===== src/rtl/proc_io_pkg.sv =====
// proc_io_pkg: shared types and constants for the processor I/O endpoint.
//   PROC_IO_DATA_W : default processor port width
//   drv_state_e    : drive-path FSM states (IDLE, HOLD)
//   cap_entry_t    : capture FIFO entry layout at the default width
// Optional feature macro: PROC_IO_TIMESTAMP_EN adds a timestamp field to
// cap_entry_t.
package proc_io_pkg;

  localparam int unsigned PROC_IO_DATA_W = 32;

  typedef enum logic [0:0] {
    DRV_IDLE = 1'b0,
    DRV_HOLD = 1'b1
  } drv_state_e;

  // Entry layout at the default width. The endpoint packs the same layout
  // into a flat vector so that a non-default DATA_W still works.
  typedef struct packed {
`ifdef PROC_IO_TIMESTAMP_EN
    logic [PROC_IO_DATA_W-1:0] ts;
`endif
    logic [PROC_IO_DATA_W-1:0] data;
  } cap_entry_t;

endpackage


===== src/rtl/proc_io_fifo.sv =====
// proc_io_fifo: synchronous show-ahead FIFO with occupancy count and
// drop-on-full. A push while full is accepted only when a pop happens in the
// same cycle; otherwise the word is dropped and overflow_o sets until reset.
// Ports:
//   clk, rst      : clock, synchronous active-low reset
//   push_i/wdata_i: write request and data
//   pop_i         : read request (ignored while empty)
//   rdata_o       : head entry (valid when valid_o)
//   valid_o       : FIFO non-empty
//   count_o       : occupancy, 0..DEPTH
//   overflow_o    : sticky drop indicator
module proc_io_fifo #(
  parameter int unsigned W     = 32,
  parameter int unsigned DEPTH = 8,
  parameter int unsigned AW    = $clog2(DEPTH)
) (
  input  logic          clk,
  input  logic          rst,
  input  logic          push_i,
  input  logic [W-1:0]  wdata_i,
  input  logic          pop_i,
  output logic [W-1:0]  rdata_o,
  output logic          valid_o,
  output logic [AW:0]   count_o,
  output logic          overflow_o
);

  localparam logic [AW:0] FULL_CNT = (AW+1)'(DEPTH);

  logic [W-1:0]  mem_q [DEPTH];
  logic [AW-1:0] wr_ptr_q, wr_ptr_d;
  logic [AW-1:0] rd_ptr_q, rd_ptr_d;
  logic [AW:0]   count_q, count_d;
  logic          ovf_q, ovf_d;
  logic          empty_s, full_s, pop_s, push_s;

  // Push/pop qualification and next-state pointers/count.
  always_comb begin
    empty_s  = (count_q == '0);
    full_s   = (count_q == FULL_CNT);
    pop_s    = pop_i && !empty_s;
    // When full, a same-cycle pop frees the slot the write lands in.
    push_s   = push_i && (!full_s || pop_s);
    wr_ptr_d = wr_ptr_q;
    rd_ptr_d = rd_ptr_q;
    count_d  = count_q;
    ovf_d    = ovf_q;
    if (push_s) begin
      wr_ptr_d = wr_ptr_q + AW'(1);
    end else begin
      wr_ptr_d = wr_ptr_q;
    end
    if (pop_s) begin
      rd_ptr_d = rd_ptr_q + AW'(1);
    end else begin
      rd_ptr_d = rd_ptr_q;
    end
    case ({push_s, pop_s})
      2'b10:   count_d = count_q + (AW+1)'(1);
      2'b01:   count_d = count_q - (AW+1)'(1);
      default: count_d = count_q;
    endcase
    if (push_i && !push_s) begin
      ovf_d = 1'b1;
    end else begin
      ovf_d = ovf_q;
    end
  end

  // Pointer, count and overflow registers.
  always_ff @(posedge clk) begin
    if (!rst) begin
      wr_ptr_q <= '0;
      rd_ptr_q <= '0;
      count_q  <= '0;
      ovf_q    <= 1'b0;
    end else begin
      wr_ptr_q <= wr_ptr_d;
      rd_ptr_q <= rd_ptr_d;
      count_q  <= count_d;
      ovf_q    <= ovf_d;
    end
  end

  // Storage array; contents are don't-care until written, pointers gate reads.
  always_ff @(posedge clk) begin
    if (rst && push_s) begin
      mem_q[wr_ptr_q] <= wdata_i;
    end
  end

  assign rdata_o    = mem_q[rd_ptr_q];
  assign valid_o    = !empty_s;
  assign count_o    = count_q;
  assign overflow_o = ovf_q;

endmodule


===== src/rtl/proc_io_endpoint.sv =====
// proc_io_endpoint: host-side endpoint for the processor data_in/data_out pair.
//   Capture: every change on proc_data_out (and the first sample after
//   reset) is pushed into a show-ahead FIFO drained over cap_valid/cap_ready.
//   Drive: host words accepted on drv_valid/drv_ready are held on
//   proc_data_in for HOLD_CYCLES cycles; otherwise proc_data_in carries a
//   free-running cycle count.
// Ports:
//   clk, rst            : clock, synchronous active-low reset
//   proc_data_out       : sampled processor output
//   proc_data_in        : registered drive to processor input
//   cap_valid/cap_data  : FIFO head, show-ahead
//   cap_ready           : host pop
//   cap_count           : FIFO occupancy
//   cap_overflow        : sticky capture-drop flag
//   drv_valid/drv_data  : host word in
//   drv_ready           : endpoint accepts drv_data
//   cap_ts              : head timestamp (only with PROC_IO_TIMESTAMP_EN)
// Optional feature macro: PROC_IO_TIMESTAMP_EN.
module proc_io_endpoint
  import proc_io_pkg::*;
#(
  parameter int unsigned DATA_W      = PROC_IO_DATA_W,
  parameter int unsigned CAP_DEPTH   = 8,
  parameter int unsigned HOLD_CYCLES = 2
) (
  input  logic                         clk,
  input  logic                         rst,
  input  logic [DATA_W-1:0]            proc_data_out,
  output logic [DATA_W-1:0]            proc_data_in,
  output logic                         cap_valid,
  output logic [DATA_W-1:0]            cap_data,
  input  logic                         cap_ready,
  output logic [$clog2(CAP_DEPTH):0]   cap_count,
  output logic                         cap_overflow,
`ifdef PROC_IO_TIMESTAMP_EN
  output logic [DATA_W-1:0]            cap_ts,
`endif
  input  logic                         drv_valid,
  input  logic [DATA_W-1:0]            drv_data,
  output logic                         drv_ready
);

  localparam int unsigned HW = $clog2(HOLD_CYCLES) + 1;
`ifdef PROC_IO_TIMESTAMP_EN
  localparam int unsigned ENTRY_W = 2 * DATA_W;
`else
  localparam int unsigned ENTRY_W = DATA_W;
`endif

  logic [DATA_W-1:0]  cycle_cnt_q;
  logic [DATA_W-1:0]  last_out_q;
  logic               first_q;
  drv_state_e         state_q, state_d;
  logic [HW-1:0]      hold_cnt_q, hold_cnt_d;
  logic [DATA_W-1:0]  proc_data_in_q, proc_data_in_d;
  logic               drv_ready_s, accept_s;
  logic               push_s;
  logic [ENTRY_W-1:0] push_entry_s, head_entry_s;

  // Cycle counter and capture change-detection state.
  always_ff @(posedge clk) begin
    if (!rst) begin
      cycle_cnt_q <= '0;
      last_out_q  <= '0;
      first_q     <= 1'b1;
    end else begin
      cycle_cnt_q <= cycle_cnt_q + DATA_W'(1);
      last_out_q  <= proc_data_out;
      first_q     <= 1'b0;
    end
  end

  assign push_s = first_q || (proc_data_out != last_out_q);

`ifdef PROC_IO_TIMESTAMP_EN
  assign push_entry_s = {cycle_cnt_q, proc_data_out};
  assign cap_ts       = head_entry_s[ENTRY_W-1:DATA_W];
`else
  assign push_entry_s = proc_data_out;
`endif
  assign cap_data = head_entry_s[DATA_W-1:0];

  proc_io_fifo #(
    .W     (ENTRY_W),
    .DEPTH (CAP_DEPTH)
  ) u_cap_fifo (
    .clk        (clk),
    .rst        (rst),
    .push_i     (push_s),
    .wdata_i    (push_entry_s),
    .pop_i      (cap_ready),
    .rdata_o    (head_entry_s),
    .valid_o    (cap_valid),
    .count_o    (cap_count),
    .overflow_o (cap_overflow)
  );

  // Drive FSM next state and proc_data_in next value.
  always_comb begin
    state_d        = state_q;
    hold_cnt_d     = hold_cnt_q;
    proc_data_in_d = proc_data_in_q;
    // Ready again in the last HOLD cycle so back-to-back words have no gap.
    drv_ready_s    = rst && ((state_q == DRV_IDLE) || (hold_cnt_q == '0));
    accept_s       = drv_valid && drv_ready_s;
    if (accept_s) begin
      state_d        = DRV_HOLD;
      hold_cnt_d     = HW'(HOLD_CYCLES - 1);
      proc_data_in_d = drv_data;
    end else begin
      case (state_q)
        DRV_IDLE: begin
          proc_data_in_d = cycle_cnt_q;
        end
        DRV_HOLD: begin
          if (hold_cnt_q != '0) begin
            hold_cnt_d = hold_cnt_q - HW'(1);
          end else begin
            state_d        = DRV_IDLE;
            proc_data_in_d = cycle_cnt_q;
          end
        end
        default: begin
          state_d        = DRV_IDLE;
          proc_data_in_d = cycle_cnt_q;
        end
      endcase
    end
  end

  // Drive FSM and output register.
  always_ff @(posedge clk) begin
    if (!rst) begin
      state_q        <= DRV_IDLE;
      hold_cnt_q     <= '0;
      proc_data_in_q <= '0;
    end else begin
      state_q        <= state_d;
      hold_cnt_q     <= hold_cnt_d;
      proc_data_in_q <= proc_data_in_d;
    end
  end

  assign proc_data_in = proc_data_in_q;
  assign drv_ready    = drv_ready_s;

endmodule


===== config.mk =====
export PLATFORM = sky130hd
export DESIGN_NAME = proc_io_endpoint
export DESIGN_NICKNAME = d
export VERILOG_FILES = /design/src/rtl/proc_io_pkg.sv /design/src/rtl/proc_io_fifo.sv /design/src/rtl/proc_io_endpoint.sv
export SDC_FILE = /design/constraint.sdc
export NUM_CORES = 1
export LEC_CHECK = 0
export ABC_AREA = 1
export BUFFER_PORTS_ARGS = -buffer_cell sky130_fd_sc_hd__buf_2
export CORE_ASPECT_RATIO = 2
export CORE_MARGIN = 2
export CORE_UTILIZATION = 59
export CTS_CLUSTER_SIZE = 40
export DETAILED_ROUTE_END_ITERATION = 8
export GPL_ROUTABILITY_DRIVEN = 0
export PLACE_DENSITY = 0.79
export SYNTH_ARGS = -nofsm -noshare
export SYNTH_HDL_FRONTEND = slang
export SYNTH_SLANG_ARGS = --single-unit
export TNS_END_PERCENT = 100

===== constraint.sdc =====
create_clock -name clk -period 4.2 [get_ports clk]
set_input_delay 0.84 -clock clk [delete_from_list [all_inputs] [get_ports clk]]
set_output_delay 0.84 -clock clk [all_outputs]
set_load 0.01 [all_outputs]

==> results.yml <==
run_status:
  status: "finished, final reports clean"
grt:
  grtUsageTotal_pct: 24.71
  antenna_found_initial: 2
  grt_max_degree: 87
  first_global_vias: 10890
  grt_remaining_overflow: 0
  grt_first_pass_wirelength_um: 54160
floorplanning:
  start_util_pct: 59.60
  pin_count: 139
  core_area_um2: 25440
  die_h_um: 230.7
  die_area_um2: 27080
  die_w_um: 117.4
  rows: 83
clocking:
  postCtsHoldBufs: 0
  cts.reportedPaths.clkPinSlew_ps: 60
  h-tree-depth: 1
  clockRootBuffer: "clkbuf_16"
  cts_sinks: 370
  cts_tree: "done"
  cts_buffer_depth: 3
  cts-buffers-inserted: 30
  postCtsSetupBuffers: 0
  postCtsResizedCells: 0
  clk_latency_ps: 580
finish:
  final_area_um2: 17300
  drive_above_1_share_pct: 15.42
  final_nets: 1672
  finalNonFillerCells: 1962
  syn_to_final_growth_pct: 14.08
  fillers: 1899
timing:
  tightest_slew_ps: 1200
  hold_viol_final: 0
  fin_setup_tns_ps: 0
  period_share_pct: 83.78
  rsz0062_at_grt: "false"
  fin_skew_ps: 17.07
  fin_ws_ps: 681.3
  whs_ps: 465.3
  maxSlewViolCount: 0
  slew_headroom_pct: 19.93
  fmax_mhz: 284.2
  final.min_clock_period_ps: 3519
  setup_viol: 0
yosys:
  yosysMostFrequentCell: "nor2_1"
  synth_compound_area_share_pct: 11.43
  synth_nets: 1557
  synthCells: 1482
  synth_top_family_by_area: "simple AND/OR/NAND/NOR gates"
  yosys.area.top_type_share_pct: 50.70
  yosys-top-cells-count: "nor2_1, edfxtp_1, inv_1, o21ai_0, nand2_1"
  avgSynthCellArea_um2: 10.23
  synthTopCellsByArea: "edfxtp_1, dfxtp_1, nor2_1, o21ai_0, inv_1"
  synth_top_cell_by_area: "edfxtp_1"
  async_flop_share_pct: 0
  synth_edf_count: 256
  synth_flop_cell: "edfxtp_1"
  synth-adder-area-share_pct: 0.6271
  synth-seq-cells: 370
  synth_area_um2: 15160
  ys_warn_count: 0
  synthXorXnorAreaFrac_pct: 0.8664
  synth.distinct_cells: 41
  yosys.area_share.simple_pct: 14.94
  synthMuxAreaShare_pct: 0.2640
  yosysSeqAreaShare_pct: 65.75
power:
  power.density_nw_per_um2: 487.2
  p_leak_nw: 6.783
  ir_drop_mv: 0.4202
worst_setup_path:
  worstSetupEndpointType: "output port"
  crit_type: "flip-flop to output port"
  crit_path_max_fanout: 48
  cp.required_ps: 3360
  worst_ep_arrival_time_ps: 2680
  rr_startpoint: "last_out_q[19]"
  start_kind: "flip-flop"
min_path:
  hold_path_class: "flip-flop to flip-flop"
  min_from: "u_cap_fifo.rd_ptr_q[2]"
routing:
  wl_per_cell_um: 17.36
  via_per_inst: 5.607
  vias: 11000
  drt-total-wl_um: 34070
  ant_nets: 0
  drc: 0
  firstDrtPassIters: 5
  drt_iter0_drc: 965
place:
  dp_slack_ps: 695.0
  port_buffers: 138
  dpl-instance-area_um2: 16270
  dp.cells: 1905
  dp_hpwl_um: 20510
job:
  drv_cap: 0
[per-layer routing]
metal  routed length (um)  global-route usage [%]
met5                    7                       0
met4                 1182                   10.62
met3                 1809                   3.014
met2                17530                   43.00
met1                13540                   31.25
[final cells by class]
type / count / area, um2 / share of cell area, %
Tap cell: 340 / 425.4 / 2.459
Antenna cell: 1 / 2.502 / 0.01447
Multi-Input combinational cell: 869 / 4328 / 25.02
Clock inverter: 20 / 246.5 / 1.425
Timing Repair Buffer: 159 / 910.9 / 5.266
Inverter: 167 / 626.9 / 3.624
Sequential cell: 370 / 9975 / 57.66
Clock buffer: 36 / 783.3 / 4.528
[per-stage QoR]
stage / power, W / utilization, %
finish: 0.008427 / 67.99
global route: 0.008749 / 67.99
CTS: 0.008476 / 67.98
detailed placement: 0.005574 / 63.93
global placement: 0.005513 / 63.93
floorplan: 0.005059 / -
[power by group]
| part | total, W | internal (W) | switching, W |
|---|---|---|---|
| Clock | 0.00292 | 0.00165 | 0.00127 |
| Sequential | 0.00412 | 0.00403 | 0.0000899 |
| Combinational | 0.00138 | 0.000469 | 0.000915 |
| Total | 0.00843 | 0.00615 | 0.00228 |
[layout by cell type, fill, tap and decap left out, types with 16 or more instances in the layout]
cell type,count
nand3_1,28
a21oi_1,29
nand2_1,146
nor2_1,278
inv_1,156
buf_2,138
o21ai_0,157
a211oi_1,28
edfxtp_1,256
clkbuf_16,30
o22ai_1,32
a31oi_1,58
buf_4,16
dfxtp_1,112
nor3_1,33
[critical path, cell delays in order (launching register included)]
cell and delay (ps):
dfxtp_4 510, inv_2 340, buf_4 400, o21ai_0 120, o22ai_1 180, nor2_1 60
a31oi_1 290, buf_2 200
[final timing paths]
check	cells past startpoint	endpoint	slack [ps]
setup / recovery	7	cap_data[25]	680
hold / removal	1	u_cap_fifo.rd_ptr_q[2]	470
setup reg to reg	9	u_cap_fifo.mem_q[0][17]	1470
hold reg to reg	1	u_cap_fifo.rd_ptr_q[2]	470
[registers in the layout, indices dropped and copies added, names as in the netlist, named ones only]
name                   flops
u_cap_fifo.mem_q         256
cycle_cnt_q               32
last_out_q                32
proc_data_in              32
u_cap_fifo.count_o         4
u_cap_fifo.rd_ptr_q        3
u_cap_fifo.wr_ptr_q        3
hold_cnt_q                 2
first_q                    1
state_q                    1
u_cap_fifo.overflow_o      1
[cells by family (layout without fill, tap and decap cells)]
kind of cell | count (synthesis) | in the layout
AOI/OAI and AO/OA | 308 | 308
xor gates and xnor gates | 15 | 15
adders and majority gates | 7 | 7
buffers and inverters | 243 | 382
DFF | 370 | 370
muxes | 4 | 4
other | 0 | 1
and+or+nand+nor | 535 | 535
Note: power is estimated with default switching activity, not from simulation.
